===== src/rtl/bayes_infer_seq.sv =====
// Sequential Bayes-inference driver: writes four observations to a chip-control
// AXI-lite slave, accumulates per-class byte scores from repeated reads, and reports the argmax.
module bayes_infer_seq #(
    parameter logic [31:0] BASE_ADDR = 32'h0,
    parameter int          ACC_W     = 16,
    parameter int          ITER_W    = 8,
    parameter int          TIMEOUT   = 1024
) (
    input  logic                 clk,
    input  logic                 rst_n,
    input  logic                 cmd_valid,
    output logic                 cmd_ready,
    input  logic [35:0]          cmd_obs,
    input  logic [ITER_W-1:0]    cmd_n_iter,
    output logic                 res_valid,
    input  logic                 res_ready,
    output logic [4*ACC_W-1:0]   res_sum,
    output logic [1:0]           res_class,
    output logic                 res_err,
    output logic                 aw_valid,
    input  logic                 aw_ready,
    output logic [31:0]          aw_addr,
    output logic                 w_valid,
    input  logic                 w_ready,
    output logic [31:0]          w_data,
    output logic [3:0]           w_strb,
    input  logic                 b_valid,
    output logic                 b_ready,
    input  logic [1:0]           b_resp,
    output logic                 ar_valid,
    input  logic                 ar_ready,
    output logic [31:0]          ar_addr,
    input  logic                 r_valid,
    output logic                 r_ready,
    input  logic [31:0]          r_data,
    input  logic [1:0]           r_resp
);

    localparam int          WAIT_W  = $clog2(TIMEOUT + 1);
    localparam logic [31:0] WR_BASE = BASE_ADDR + 32'h200C;
    localparam logic [31:0] RD_ADDR = BASE_ADDR + 32'h2000;

    typedef enum logic [2:0] {
        IDLE, WR_REQ, WR_RESP, RD_REQ, RD_RESP, ARGMAX, DONE
    } state_t;

    state_t             r_state, w_next;
    logic [35:0]        r_obs;
    logic [ITER_W-1:0]  r_n_iter;
    logic [ITER_W-1:0]  r_rd_cnt;
    logic [1:0]         r_wr_idx;
    logic               r_aw_done;
    logic               r_w_done;
    logic [WAIT_W-1:0]  r_wait;
    logic [ACC_W-1:0]   r_acc [4];
    logic [1:0]         r_class;
    logic               r_err;

    logic               w_aw_hs, w_w_hs, w_addr_ok, w_data_ok;
    logic               w_timeout, w_in_wait, w_rd_last;
    logic [8:0]         w_obs_sel;
    logic [1:0]         w_best;
    logic [ACC_W-1:0]   w_best_val;

    function automatic logic [ACC_W-1:0] sat_add(input logic [ACC_W-1:0] a, input logic [7:0] b);
        logic [ACC_W:0] s;
        s = {1'b0, a} + (ACC_W + 1)'(b);
        return s[ACC_W] ? '1 : s[ACC_W-1:0];
    endfunction

    assign w_aw_hs   = aw_valid & aw_ready;
    assign w_w_hs    = w_valid & w_ready;
    assign w_addr_ok = r_aw_done | w_aw_hs;
    assign w_data_ok = r_w_done | w_w_hs;
    assign w_timeout = (r_wait == WAIT_W'(TIMEOUT - 1));
    assign w_in_wait = (r_state inside {WR_REQ, WR_RESP, RD_REQ, RD_RESP});
    assign w_rd_last = ((r_rd_cnt + ITER_W'(1)) == r_n_iter);

    // Every bus output is decoded from registered state, so reset clears them without waiting for a clock.
    assign cmd_ready = rst_n && (r_state == IDLE);
    assign aw_valid  = (r_state == WR_REQ) && !r_aw_done;
    assign w_valid   = (r_state == WR_REQ) && !r_w_done;
    assign aw_addr   = (r_state == WR_REQ) ? WR_BASE + {28'b0, r_wr_idx, 2'b00} : '0;
    assign w_data    = (r_state == WR_REQ) ? {23'b0, w_obs_sel} : '0;
    assign w_strb    = (r_state == WR_REQ) ? 4'hF : 4'h0;
    assign b_ready   = (r_state == WR_RESP);
    assign ar_valid  = (r_state == RD_REQ);
    assign ar_addr   = (r_state == RD_REQ) ? RD_ADDR : '0;
    assign r_ready   = (r_state == RD_RESP);
    assign res_valid = (r_state == DONE);
    assign res_sum   = {r_acc[3], r_acc[2], r_acc[1], r_acc[0]};
    assign res_class = r_class;
    assign res_err   = r_err;

    always_comb begin
        case (r_wr_idx)
            2'd0:    w_obs_sel = r_obs[8:0];
            2'd1:    w_obs_sel = r_obs[17:9];
            2'd2:    w_obs_sel = r_obs[26:18];
            default: w_obs_sel = r_obs[35:27];
        endcase
    end

    // Strict greater-than keeps ties on the lowest class index.
    always_comb begin
        w_best     = 2'd0;
        w_best_val = r_acc[0];
        for (int k = 1; k < 4; k++) begin
            if (r_acc[k] > w_best_val) begin
                w_best     = 2'(k);
                w_best_val = r_acc[k];
            end
        end
    end

    // NOTE: next state gets its default before the case so no path leaves it unassigned (no latch).
    always_comb begin
        w_next = r_state;
        case (r_state)
            IDLE:    if (cmd_valid) w_next = WR_REQ;
            WR_REQ: begin
                if (w_addr_ok && w_data_ok) w_next = WR_RESP;
                else if (w_timeout)         w_next = ARGMAX;
            end
            WR_RESP: begin
                if (b_valid) begin
                    if (b_resp != 2'b00)     w_next = ARGMAX;
                    else if (r_wr_idx != 2'd3) w_next = WR_REQ;
                    else if (r_n_iter == '0) w_next = ARGMAX;
                    else                     w_next = RD_REQ;
                end else if (w_timeout) begin
                    w_next = ARGMAX;
                end
            end
            RD_REQ: begin
                if (ar_ready)       w_next = RD_RESP;
                else if (w_timeout) w_next = ARGMAX;
            end
            RD_RESP: begin
                if (r_valid) w_next = (r_resp != 2'b00 || w_rd_last) ? ARGMAX : RD_REQ;
                else if (w_timeout) w_next = ARGMAX;
            end
            ARGMAX:  w_next = DONE;
            DONE:    if (res_ready) w_next = IDLE;
            default: w_next = IDLE;
        endcase
    end

    // NOTE: sequential state uses non-blocking assignments so every register samples pre-edge values.
    always_ff @(posedge clk or negedge rst_n) begin
        if (!rst_n) r_state <= IDLE;
        else        r_state <= w_next;
    end

    always_ff @(posedge clk or negedge rst_n) begin
        if (!rst_n)                              r_wait <= '0;
        else if (!w_in_wait || w_next != r_state) r_wait <= '0;
        else                                     r_wait <= r_wait + WAIT_W'(1);
    end

    // NOTE: the accumulator array is reset explicitly because res_sum must read zero during reset.
    always_ff @(posedge clk or negedge rst_n) begin
        if (!rst_n) begin
            r_obs     <= '0;
            r_n_iter  <= '0;
            r_rd_cnt  <= '0;
            r_wr_idx  <= '0;
            r_aw_done <= 1'b0;
            r_w_done  <= 1'b0;
            r_class   <= '0;
            r_err     <= 1'b0;
            for (int k = 0; k < 4; k++) r_acc[k] <= '0;
        end else begin
            case (r_state)
                IDLE: if (cmd_valid) begin
                    r_obs    <= cmd_obs;
                    r_n_iter <= cmd_n_iter;
                    r_rd_cnt <= '0;
                    r_wr_idx <= '0;
                    r_class  <= '0;
                    r_err    <= 1'b0;
                    for (int k = 0; k < 4; k++) r_acc[k] <= '0;
                end
                WR_REQ: begin
                    if (w_next != WR_REQ) begin
                        r_aw_done <= 1'b0;
                        r_w_done  <= 1'b0;
                    end else begin
                        if (w_aw_hs) r_aw_done <= 1'b1;
                        if (w_w_hs)  r_w_done  <= 1'b1;
                    end
                    if (w_next == ARGMAX) r_err <= 1'b1;
                end
                WR_RESP: begin
                    if (b_valid) begin
                        if (b_resp != 2'b00) r_err    <= 1'b1;
                        else                 r_wr_idx <= r_wr_idx + 2'd1;
                    end else if (w_timeout) begin
                        r_err <= 1'b1;
                    end
                end
                RD_REQ: if (!ar_ready && w_timeout) r_err <= 1'b1;
                RD_RESP: begin
                    if (r_valid) begin
                        if (r_resp != 2'b00) begin
                            r_err <= 1'b1;
                        end else begin
                            r_rd_cnt <= r_rd_cnt + ITER_W'(1);
                            for (int k = 0; k < 4; k++) r_acc[k] <= sat_add(r_acc[k], r_data[8*k +: 8]);
                        end
                    end else if (w_timeout) begin
                        r_err <= 1'b1;
                    end
                end
                ARGMAX:  r_class <= w_best;
                default: ;
            endcase
        end
    end

endmodule


===== config.mk =====
export PLATFORM = sky130hd
export DESIGN_NAME = bayes_infer_seq
export DESIGN_NICKNAME = d
export VERILOG_FILES = /design/src/rtl/bayes_infer_seq.sv
export SDC_FILE = /design/constraint.sdc
export NUM_CORES = 1
export LEC_CHECK = 0
export ABC_AREA = 1
export BUFFER_PORTS_ARGS = -buffer_cell sky130_fd_sc_hd__buf_2
export CORE_UTILIZATION = 30
export DETAILED_ROUTE_END_ITERATION = 12
export PLACE_DENSITY = 0.52
export SLEW_MARGIN = 5
export SYNTH_ARGS = -nofsm -noshare
export SYNTH_HDL_FRONTEND = slang
export SYNTH_SLANG_ARGS = --single-unit
export TNS_END_PERCENT = 1

===== constraint.sdc =====
create_clock -name clk -period 7.75 [get_ports clk]
set_clock_uncertainty 0.2 [all_clocks]
set_input_delay 1.1625 -clock clk [delete_from_list [all_inputs] [get_ports clk]]
set_output_delay 1.1625 -clock clk [all_outputs]
set_load 0.05 [all_outputs]

==> results_dict.tcl <==
set metrics [dict create \
    status "completed" \
    setup_violations 0 \
    start_kind "flop" \
    synth_compound_area_frac 0.151 \
    fmax_mhz 158 \
    fin_nets 1714 \
    clkTransAtPathRegs_ns 0.07 \
    cts_root_buf "clkbuf_16" \
    grtUsageMet1 0.234 \
    placed_area_um2 11500 \
    wl_per_cell_um 15.5 \
    holdPathStages 1 \
    cts_buffers 17 \
    cts_buffer_depth 2 \
    synth_cell_types 52 \
    period_share 0.816 \
    drive_above_1_share 0.190 \
    critPathArrivalTime_ns 6.44 \
    reg2regPathDepth 26 \
    initial_core_util 0.304 \
    yosys.area_share.simple 0.203 \
    gp_congestion 0.891 \
    cts_tree "built" \
    syn_area_um2 10500 \
    grt_max_degree 67 \
    worstSkewPairLatency_ns 0.43 \
    grt_pass1_vias 9086 \
    rsz0062_at_grt "false" \
    slew_violations 0 \
    rows 68 \
    grt.busiest_layer "met2" \
    grt_overflow_total 0 \
    ys_ff_latch 137 \
    die_w_um 189 \
    syn-mean-instance-area_um2 7.66 \
    grt_pass1_wl_um 50000 \
    grt_antenna_before_repair 5 \
    worstPathMaxFanout 32 \
    synth_area_leaders "dfrtp_1, ha_1, nand2_1" \
    ys_top_cells_by_count "nand2_1, o21ai_0, inv_1, dfrtp_1" \
    syn2layout_area_growth_pct 15.2 \
    hold_buffers 0 \
    core-area_um2 34500 \
    design_area_um2 12100 \
    grtUsageTotal 0.178 \
    die_height_um 189 \
    synth-seq-area-share 0.327 \
    post_synth_fa_ha_maj_area_fraction 0.113 \
    tightest_slew_ns 1.04 \
    hold_violations 0 \
    grt.met3_usage 0.0475 \
    vias 9375 \
    fin_crit_ns 6.32 \
    drv_cap 0 \
    drc_errors 0 \
    use_met2 0.289 \
    yosysMostFrequentCell "nand2_1" \
    synth_edf_count 0 \
    dr.pass1.iters 7 \
    cts_resized 0 \
    synthCells 1368 \
    synthMuxAreaShare 0.0408 \
    synth_top_family_by_area "simple AND/OR/NAND/NOR gates" \
    relSlewSlack 0.310 \
    drtIter0Drc 541 \
    cts_post_setup_buffers_inserted 0 \
    critPathRequiredTime_ns 7.87 \
    async_flop_share 1.00 \
    wirelength_um 31100 \
    synth_top_cell_by_area "dfrtp_1" \
    h-tree-depth 4 \
    synthXorXnorAreaFrac 0.0309 \
    ioPinCount 263 \
    dieArea_um2 35700 \
    setup.worst_path.end_class "flop" \
    synth_top_area_share 0.327 \
    port_buffers 180 \
    worstSetupPathType "reg -> reg" \
    dp_hpwl_um 23700 \
    fin_setup_tns_ns 0 \
    synthFlopType "dfrtp_1" \
    hold_class "reg -> reg" \
    clock-sinks 137 \
    ant_nets 0 \
    yosysWarnings 0 \
    avgViaCountPerCell 4.68 \
]
[logic make-up (layout without fill, tap and decap cells)]
group | Yosys count | in the layout
AOI/OAI and AO/OA | 288 | 288
xor gates and xnor gates | 37 | 37
adders and majority gates | 92 | 92
buffers and inverters | 279 | 376
DFF | 137 | 137
muxes | 38 | 38
other | 1 | 83
and+or+nand+nor | 496 | 496
[per-stage QoR]
stage / util / hold WS, ns / std cells / setup WS (ns)
floorplan: - / 0.242 / 1449 / 2.86
global placement: 0.334 / 0.265 / 1969 / 1.51
detailed placement: 0.334 / 0.260 / 1969 / 1.49
CTS: 0.350 / 0.270 / 2001 / 1.45
global route: 0.350 / 0.286 / 2002 / 0.727
finish: 0.350 / 0.268 / 2002 / 1.43
[layout make-up]
cell class / count / area [µm²]
fillers: 3694 / 22400
flip-flops and latches: 137 / 3430
repair buffers: 184 / 937
diodes: 1 / 2.50
multi-input cells: 1033 / 5960
clock buffers: 18 / 439
well taps: 455 / 569
clock inverters: 14 / 136
inverters: 160 / 603
[cells in the final DEF, fill, tap and decap left out, types with 5 or more instances in the layout]
cell type and instances:
clkbuf_16 17, nor2_4 5, inv_1 156, a21oi_1 70
inv_6 5, o21ai_1 6, o22ai_1 7, xnor2_1 12
nand2_2 6, buf_2 179, ha_1 88, xor2_1 25
dfrtp_1 137, nand3_1 70, o21bai_1 5, nor2_1 78
o21ai_0 158, nand2_1 280, conb_1 82, nor3_1 15
o211ai_1 8, nor2_2 15, a31oi_1 13, nand4_1 14
mux2_2 38
[sequential cells by signal, summed over array words and instances, names as in the netlist]
signal / flops
r_aw_done: 1
r_n_iter: 8
r_obs: 36
r_rd_cnt: 8
r_state: 3
r_w_done: 1
r_wait: 11
r_wr_idx: 2
res_class: 2
res_err: 1
res_sum: 64
[worst max-delay path: stages, from the launching register on]
cell,delay [ns]
dfrtp_1,0.52
inv_1,0.19
ha_1,0.32
nand2_1,0.04
nor3_1,0.23
nand2_1,0.10
o211ai_1,0.11
nand2_1,0.60
o21ai_0,0.67
inv_1,0.10
ha_1,0.31
nand4_1,0.13
nor3_1,0.25
nand2_1,0.09
nand2_1,0.07
nand2_1,0.16
inv_1,0.58
o21ai_0,0.30
ha_1,0.37
a21oi_1,0.14
o21ai_0,0.10
o21ai_0,0.18
o2111ai_1,0.12
nand2_1,0.13
nand2_1,0.08
nand2_1,0.07
nand2_1,0.04
[routing by layer]
layer | up-vias | routed length (µm) | part of all wire
met5 | - | 32 | 0.0010
met3 | 34 | 2120 | 0.068
met4 | 6 | 493 | 0.016
li1 | 4704 | - | -
met2 | 301 | 14300 | 0.46
met1 | 4330 | 14100 | 0.45
[worst paths after layout]
check | startpoint | to | slack [ns]
max in group asynchronous | rst_n | res_sum[55]$_DFFE_PN0P_ | 5.76
min in group asynchronous | rst_n | res_sum[14]$_DFFE_PN0P_ | 0.44
worst max register to register | res_sum[8]$_DFFE_PN0P_ | res_class[1]$_DFFE_PN0P_ | 1.43
worst max-delay path | res_sum[8]$_DFFE_PN0P_ | res_class[1]$_DFFE_PN0P_ | 1.43
worst min-delay path | r_wait[0]$_DFF_PN0_ | r_wait[0]$_DFF_PN0_ | 0.27
worst min register to register | r_wait[0]$_DFF_PN0_ | r_wait[0]$_DFF_PN0_ | 0.27
Power is left out: the tool's default activity adds up to more than one toggle a clock period on the data nets, which glitch-free logic cannot reach.
